===== src/rtl/regfile_pkg.sv =====
// Shared types and default sizing for the 2-read/1-write register file with
// background clear.
package regfile_pkg;

  typedef enum logic {
    IDLE  = 1'b0,
    CLEAR = 1'b1
  } state_e;

  localparam int DEF_DATA_W = 16;
  localparam int DEF_ADDR_W = 3;

endpackage


===== src/rtl/regfile_clear_fsm.sv =====
// Background clear sequencer: walks a pointer across every register index,
// one per cycle, and emits a one-hot clear strobe for the index being zeroed.
module regfile_clear_fsm
  import regfile_pkg::*;
#(
  parameter int ADDR_W = DEF_ADDR_W
) (
  input  logic                     clk,
  input  logic                     reset,
  input  logic                     clear,
  output logic                     busy_o,
  output logic [(2**ADDR_W)-1:0]   clr_strb_o
);

  localparam int DEPTH = 2 ** ADDR_W;

  state_e            state_q, state_d;
  logic [ADDR_W-1:0] ptr_q, ptr_d;

  always_ff @(posedge clk) begin
    if (reset) begin
      state_q <= IDLE;
      ptr_q   <= '0;
    end else begin
      state_q <= state_d;
      ptr_q   <= ptr_d;
    end
  end

  always_comb begin
    state_d    = state_q;
    ptr_d      = ptr_q;
    clr_strb_o = '0;
    case (state_q)
      IDLE: begin
        if (clear) state_d = CLEAR;
      end
      CLEAR: begin
        clr_strb_o = DEPTH'(1) << ptr_q;
        // The pointer wraps to 0 naturally on the last index.
        ptr_d      = ptr_q + ADDR_W'(1);
        if (ptr_q == '1) state_d = IDLE;
      end
      default: state_d = IDLE;
    endcase
  end

  assign busy_o = (state_q == CLEAR);

endmodule


===== src/rtl/regfile_2r1w_clr.sv =====
// Parametrised register file: one write port, two combinational read ports,
// per-register valid bits and a background clear sweep.
// Optional write-through forwarding when REGFILE_BYPASS_EN is defined.
module regfile_2r1w_clr
  import regfile_pkg::*;
#(
  parameter int DATA_W = DEF_DATA_W,
  parameter int ADDR_W = DEF_ADDR_W
) (
  input  logic              clk,
  input  logic              reset,
  input  logic [DATA_W-1:0] data_in,
  input  logic [ADDR_W-1:0] writenum,
  input  logic              write,
  input  logic [ADDR_W-1:0] readnum_a,
  input  logic [ADDR_W-1:0] readnum_b,
  output logic [DATA_W-1:0] data_out_a,
  output logic [DATA_W-1:0] data_out_b,
  output logic              valid_a,
  output logic              valid_b,
  input  logic              clear,
  output logic              busy,
  output logic              write_drop
);

  localparam int DEPTH = 2 ** ADDR_W;

  logic [DATA_W-1:0] regs_q [DEPTH];
  logic [DATA_W-1:0] regs_d [DEPTH];
  logic [DEPTH-1:0]  valid_q, valid_d;
  logic [DEPTH-1:0]  clr_strb;
  logic              busy_w;
  logic              wr_acc;

  regfile_clear_fsm #(
    .ADDR_W (ADDR_W)
  ) u_clear_fsm (
    .clk        (clk),
    .reset      (reset),
    .clear      (clear),
    .busy_o     (busy_w),
    .clr_strb_o (clr_strb)
  );

  assign busy       = busy_w;
  assign wr_acc     = write & ~busy_w;
  assign write_drop = write & busy_w;

  // Clear strobes only fire while busy and writes only land while idle,
  // so the two never target the same cycle.
  always_comb begin
    regs_d  = regs_q;
    valid_d = valid_q;
    for (int i = 0; i < DEPTH; i++) begin
      if (clr_strb[i]) begin
        regs_d[i]  = '0;
        valid_d[i] = 1'b0;
      end else if (wr_acc && (writenum == ADDR_W'(i))) begin
        regs_d[i]  = data_in;
        valid_d[i] = 1'b1;
      end
    end
  end

  always_ff @(posedge clk) begin
    if (reset) begin
      for (int i = 0; i < DEPTH; i++) regs_q[i] <= '0;
      valid_q <= '0;
    end else begin
      regs_q  <= regs_d;
      valid_q <= valid_d;
    end
  end

`ifdef REGFILE_BYPASS_EN
  always_comb begin
    data_out_a = regs_q[readnum_a];
    valid_a    = valid_q[readnum_a];
    data_out_b = regs_q[readnum_b];
    valid_b    = valid_q[readnum_b];
    if (wr_acc && (readnum_a == writenum)) begin
      data_out_a = data_in;
      valid_a    = 1'b1;
    end
    if (wr_acc && (readnum_b == writenum)) begin
      data_out_b = data_in;
      valid_b    = 1'b1;
    end
  end
`else
  assign data_out_a = regs_q[readnum_a];
  assign valid_a    = valid_q[readnum_a];
  assign data_out_b = regs_q[readnum_b];
  assign valid_b    = valid_q[readnum_b];
`endif

endmodule


===== config.mk =====
export PLATFORM = sky130hd
export DESIGN_NAME = regfile_2r1w_clr
export DESIGN_NICKNAME = d
export VERILOG_FILES = /design/src/rtl/regfile_pkg.sv /design/src/rtl/regfile_clear_fsm.sv /design/src/rtl/regfile_2r1w_clr.sv
export SDC_FILE = /design/constraint.sdc
export NUM_CORES = 1
export LEC_CHECK = 0
export BUFFER_PORTS_ARGS = -buffer_cell sky130_fd_sc_hd__clkbuf_2
export CAP_MARGIN = 10
export CORE_ASPECT_RATIO = 0.9
export CORE_MARGIN = 2
export CORE_UTILIZATION = 55
export CTS_BUF_LIST = sky130_fd_sc_hd__clkbuf_4
export DETAILED_ROUTE_END_ITERATION = 7
export PLACE_DENSITY = 0.75
export SYNTH_ARGS = -nofsm -noshare
export SYNTH_HDL_FRONTEND = slang
export SYNTH_SLANG_ARGS = --single-unit

===== constraint.sdc =====
create_clock -name clk -period 4 [get_ports clk]
set_input_delay 0.6 -clock clk [delete_from_list [all_inputs] [get_ports clk]]
set_output_delay 0.6 -clock clk [all_outputs]
set_load 0.005 [all_outputs]

==> report_table.html <==
<table>
<tr><th>Metric</th><th>Value</th></tr>
<tr><th colspan="2">Outcome</th></tr>
<tr><td>Outcome</td><td>completed</td></tr>
<tr><th colspan="2">GRT</th></tr>
<tr><td>Pin count of the biggest net entering global routing</td><td>69</td></tr>
<tr><td>Via count of the first global-routing pass</td><td>6799</td></tr>
<tr><td>GRT Util Overall</td><td>roughly a third</td></tr>
<tr><td>Remaining global-route overflow</td><td>0</td></tr>
<tr><td>Wire length of the first global-routing pass</td><td>37130 um</td></tr>
<tr><td>Antenna violations before repair</td><td>1</td></tr>
<tr><th colspan="2">Placed design</th></tr>
<tr><td>GPL Wtd Cong</td><td>0.8345</td></tr>
<tr><td># placed instances</td><td>927</td></tr>
<tr><td>Half-perimeter wire length after detailed placement</td><td>13650 um</td></tr>
<tr><td>Port Buffer Count</td><td>64</td></tr>
<tr><th colspan="2">Synthesis</th></tr>
<tr><td>Mapped cell area</td><td>7692 um^2</td></tr>
<tr><td>Number of standard cells after synthesis</td><td>787</td></tr>
<tr><td>Fraction of post-synthesis cell area in the top cell type by area</td><td>around 36%</td></tr>
<tr><td>Synthesized net count</td><td>822</td></tr>
<tr><td>Mean instance size in the synthesized netlist</td><td>9.774 um^2</td></tr>
<tr><td>Share of flip-flops with an asynchronous set or reset</td><td>0%</td></tr>
<tr><td>Synth top area cells</td><td>dfxtp_1 (36%), mux4_2 (11%), mux4_1 (10%)</td></tr>
<tr><td>Synthesis warning total</td><td>0</td></tr>
<tr><td>Biggest area consumer among synthesized cells</td><td>dfxtp_1</td></tr>
<tr><td>Predominant post-synthesis flop cell</td><td>dfxtp_1</td></tr>
<tr><td>Flop and latch count out of synthesis</td><td>140</td></tr>
<tr><td>Seq/Total Area, Yosys</td><td>36.43%</td></tr>
<tr><td>Number of flops mapped to enable cells by yosys</td><td>0</td></tr>
<tr><td>Synth cell count leaders</td><td>dfxtp_1 (140), o21ai_0 (128), nand3_1 (112)</td></tr>
<tr><td>Count of distinct cell types in the synthesized netlist</td><td>32</td></tr>
<tr><td>Most frequently used cell type in the post-synthesis netlist</td><td>dfxtp_1</td></tr>
<tr><th colspan="2">Setup path</th></tr>
<tr><td>Worst Path Required</td><td>about 3.4 ns</td></tr>
<tr><td>Type of origin of the critical path</td><td>input pin</td></tr>
<tr><td>CP endpoint kind</td><td>output pin</td></tr>
<tr><td>Critical path class</td><td>input pin to output pin</td></tr>
<tr><td>Data arrival time of the critical path</td><td>2.34 ns</td></tr>
<tr><td>Worst-path maximum fanout</td><td>15</td></tr>
<tr><th colspan="2">Die</th></tr>
<tr><td>Die outline area</td><td>14950 um^2</td></tr>
<tr><td>Die Height</td><td>116.2 um</td></tr>
<tr><td>Die Width</td><td>around 130 um</td></tr>
<tr><td>Initial standard-cell utilization of the core</td><td>between 50% and 60%</td></tr>
<tr><td>Std-Cell Rows</td><td>40</td></tr>
<tr><td>Number of placed I/O pins</td><td>65</td></tr>
<tr><td>Area of the core</td><td>13510 um^2</td></tr>
<tr><th colspan="2">Finish</th></tr>
<tr><td>Layout overhead on the synthesized area</td><td>5.351%</td></tr>
<tr><td>Number of inserted diodes</td><td>0</td></tr>
<tr><td>Share of cells above drive strength 1</td><td>24.27%</td></tr>
<tr><td>Layout Nets</td><td>813</td></tr>
<tr><td>Number of standard cells in the layout, taps in and fillers out</td><td>approximately 960</td></tr>
<tr><th colspan="2">Power and ir drop</th></tr>
<tr><td>Leak Pwr</td><td>2.940 nW</td></tr>
<tr><td>Areal power density over the cells</td><td>331.9 nW/um^2</td></tr>
<tr><td>Maximum resistive drop on vdd</td><td>roughly 0.19 mV</td></tr>
<tr><th colspan="2">Drt</th></tr>
<tr><td>Routed WL per cell</td><td>25.12 um</td></tr>
<tr><td>Vias after detailed routing</td><td>7003</td></tr>
<tr><td>Drt first pass iters</td><td>6</td></tr>
<tr><td>Number of vias per cell after detailed routing</td><td>7.302</td></tr>
<tr><td>Detailed-route DRC error count</td><td>0</td></tr>
<tr><td>Antenna Nets Post-Route</td><td>0</td></tr>
<tr><td>Total wire length</td><td>around 24000 um</td></tr>
<tr><td>Drt initial violations</td><td>slightly above 1000</td></tr>
<tr><th colspan="2">Timing</th></tr>
<tr><td>Setup violation total in the final timing report</td><td>0</td></tr>
<tr><td>Setup Total Neg Slack</td><td>0 ns</td></tr>
<tr><td>Clock period minus final worst setup slack</td><td>2.939 ns</td></tr>
<tr><td>Final hold violations</td><td>0</td></tr>
<tr><td>RSZ-0062 raised after global routing</td><td>false</td></tr>
<tr><td>Clock skew after layout</td><td>0.01168 ns</td></tr>
<tr><td>Final Slew Violations</td><td>0</td></tr>
<tr><td>Highest clock frequency the design can meet</td><td>0.3403 GHz</td></tr>
<tr><td>Final worst path period share</td><td>73.47%</td></tr>
<tr><td>Max transition margin</td><td>27.83%</td></tr>
<tr><td>Worst Max-Slew Pin Slew</td><td>1.080 ns</td></tr>
<tr><th colspan="2">Hold path</th></tr>
<tr><td>Worst min-delay path class</td><td>input pin to flip-flop</td></tr>
<tr><th colspan="2">Clocking</th></tr>
<tr><td>Post-CTS Hold Buffers</td><td>0</td></tr>
<tr><td>Setup fix buffers added after clock tree synthesis</td><td>0</td></tr>
<tr><td>CTS root buf</td><td>clkbuf_4</td></tr>
<tr><td>Clk sinks</td><td>140</td></tr>
<tr><td>Number of buffers added by the clock tree synthesis step</td><td>17</td></tr>
<tr><td>TritonCTS clock tree</td><td>built</td></tr>
<tr><td>Clk Latency, worst-skew pair</td><td>0.58 ns</td></tr>
<tr><td>Clk buf depth</td><td>2</td></tr>
<tr><td>Clock transition at path regs</td><td>0.11 ns</td></tr>
<tr><td>Depth of the CTS H-tree</td><td>4</td></tr>
<tr><td>Number of cells upsized or downsized after cts</td><td>0</td></tr>
<tr><th colspan="2">Job</th></tr>
<tr><td>Max-cap check violation count</td><td>0</td></tr>
</table>
kinds of logic after synthesis:
family	Yosys count	share of synthesized area [%]
AO/OA/AOI/OAI	258	17.70
XOR/XNOR	1	0.1139
adder cells (fa/ha/maj)	6	0.9759
buffers and inverters	111	7.043
flip-flops	140	36.43
multiplexers	103	26.48
AND/OR/NAND/NOR	168	11.26
path summary, 6_finish.rpt:
kind                                          from                 end  slack (ns)  depth (start not counted)
worst max-delay path                  readnum_a[2]       data_out_a[7]        1.06                          5
worst min-delay path                         clear  u_clear_fsm.busy_o        0.23                          2
worst max register to register  u_clear_fsm.busy_o           regs_q[6]        1.64                          4
worst min register to register          regs_q[78]          regs_q[78]        0.49                          2
area by class of cell:
cell class	count	area (um^2)
Timing Repair Buffer	80	452.9
Clock inverter	13	106.4
Clock buffer	19	142.6
Fill cell	1137	5409
Inverter	3	11.26
Multi-Input combinational cell	536	4378
Sequential cell	140	2803
Tap cell	168	210.2
registers in the layout, summed over array words and instances, names as in the netlist:
signal	cells
valid_q	8
u_clear_fsm.busy_o	1
regs_q	128
u_clear_fsm.ptr_q	3
stage by stage:
stage          worst slack, ns  hold WS (ns)  utilization (%)  power [mW]  area [um^2]
3_5_place_dp             1.061        0.4704            58.13       1.833         7855
6_report                 1.061        0.2279            59.97       2.690         8104
3_3_place_gp             1.078        0.4511            58.13       1.823         7855
4_1_cts                  1.054        0.2096            59.97       2.671         8104
5_1_grt                  1.015        0.2053            59.97       2.777         8104
2_1_floorplan            1.677        0.4412                -       1.721         7692
power breakdown:
part | internal [mW] | switching [mW] | leakage (nW)
combinational | 0.116 | 0.255 | 1.67
clock | 0.365 | 0.508 | 0.142
sequential | 1.42 | 0.0245 | 1.13
routing by layer:
metal | share of wire [%] | vias to the layer above | GRT usage, %
li1 | - | 2953 | -
met1 | 39 | 3358 | 44.08
met2 | 45 | 587 | 49.31
met3 | 12 | 103 | 8.887
met4 | 3.9 | 2 | 19.13
met5 | 0.071 | - | 0
layout by cell type, fill, tap and decap left out:
master / synthesis / routed
nor2_2: 0 / 1
nand2_1: 17 / 17
nor2_1: 11 / 10
a31o_2: 6 / 6
o21a_1: 2 / 2
nand2b_1: 2 / 2
and2_2: 0 / 1
a211oi_1: 1 / 1
nand3_1: 112 / 112
a21oi_2: 0 / 1
mux2i_1: 1 / 1
clkinv_1: 0 / 7
nor3b_4: 0 / 1
a21boi_0: 16 / 16
inv_1: 3 / 3
a21oi_1: 105 / 104
nor2b_4: 0 / 2
clkinv_2: 0 / 4
or2_2: 1 / 1
and2_1: 2 / 1
bufinv_16: 0 / 2
buf_4: 5 / 15
o21ai_0: 128 / 128
buf_12: 0 / 1
clkbuf_4: 0 / 19
mux2_2: 34 / 34
clkbuf_2: 4 / 64
xnor2_1: 1 / 1
dfxtp_1: 140 / 140
and3b_2: 0 / 1
mux4_1: 30 / 30
nand4_1: 16 / 16
mux4_2: 38 / 38
nand3b_4: 1 / 1
or3b_1: 1 / 1
nor2b_1: 3 / 1
ha_1: 6 / 6
critical path, cell delays in order:
cell and delay, ns:
clkbuf_2 0.32, buf_4 0.39, mux4_1 0.59, mux2_2 0.30, clkbuf_2 0.12
(Power assumes the default switching activity.)
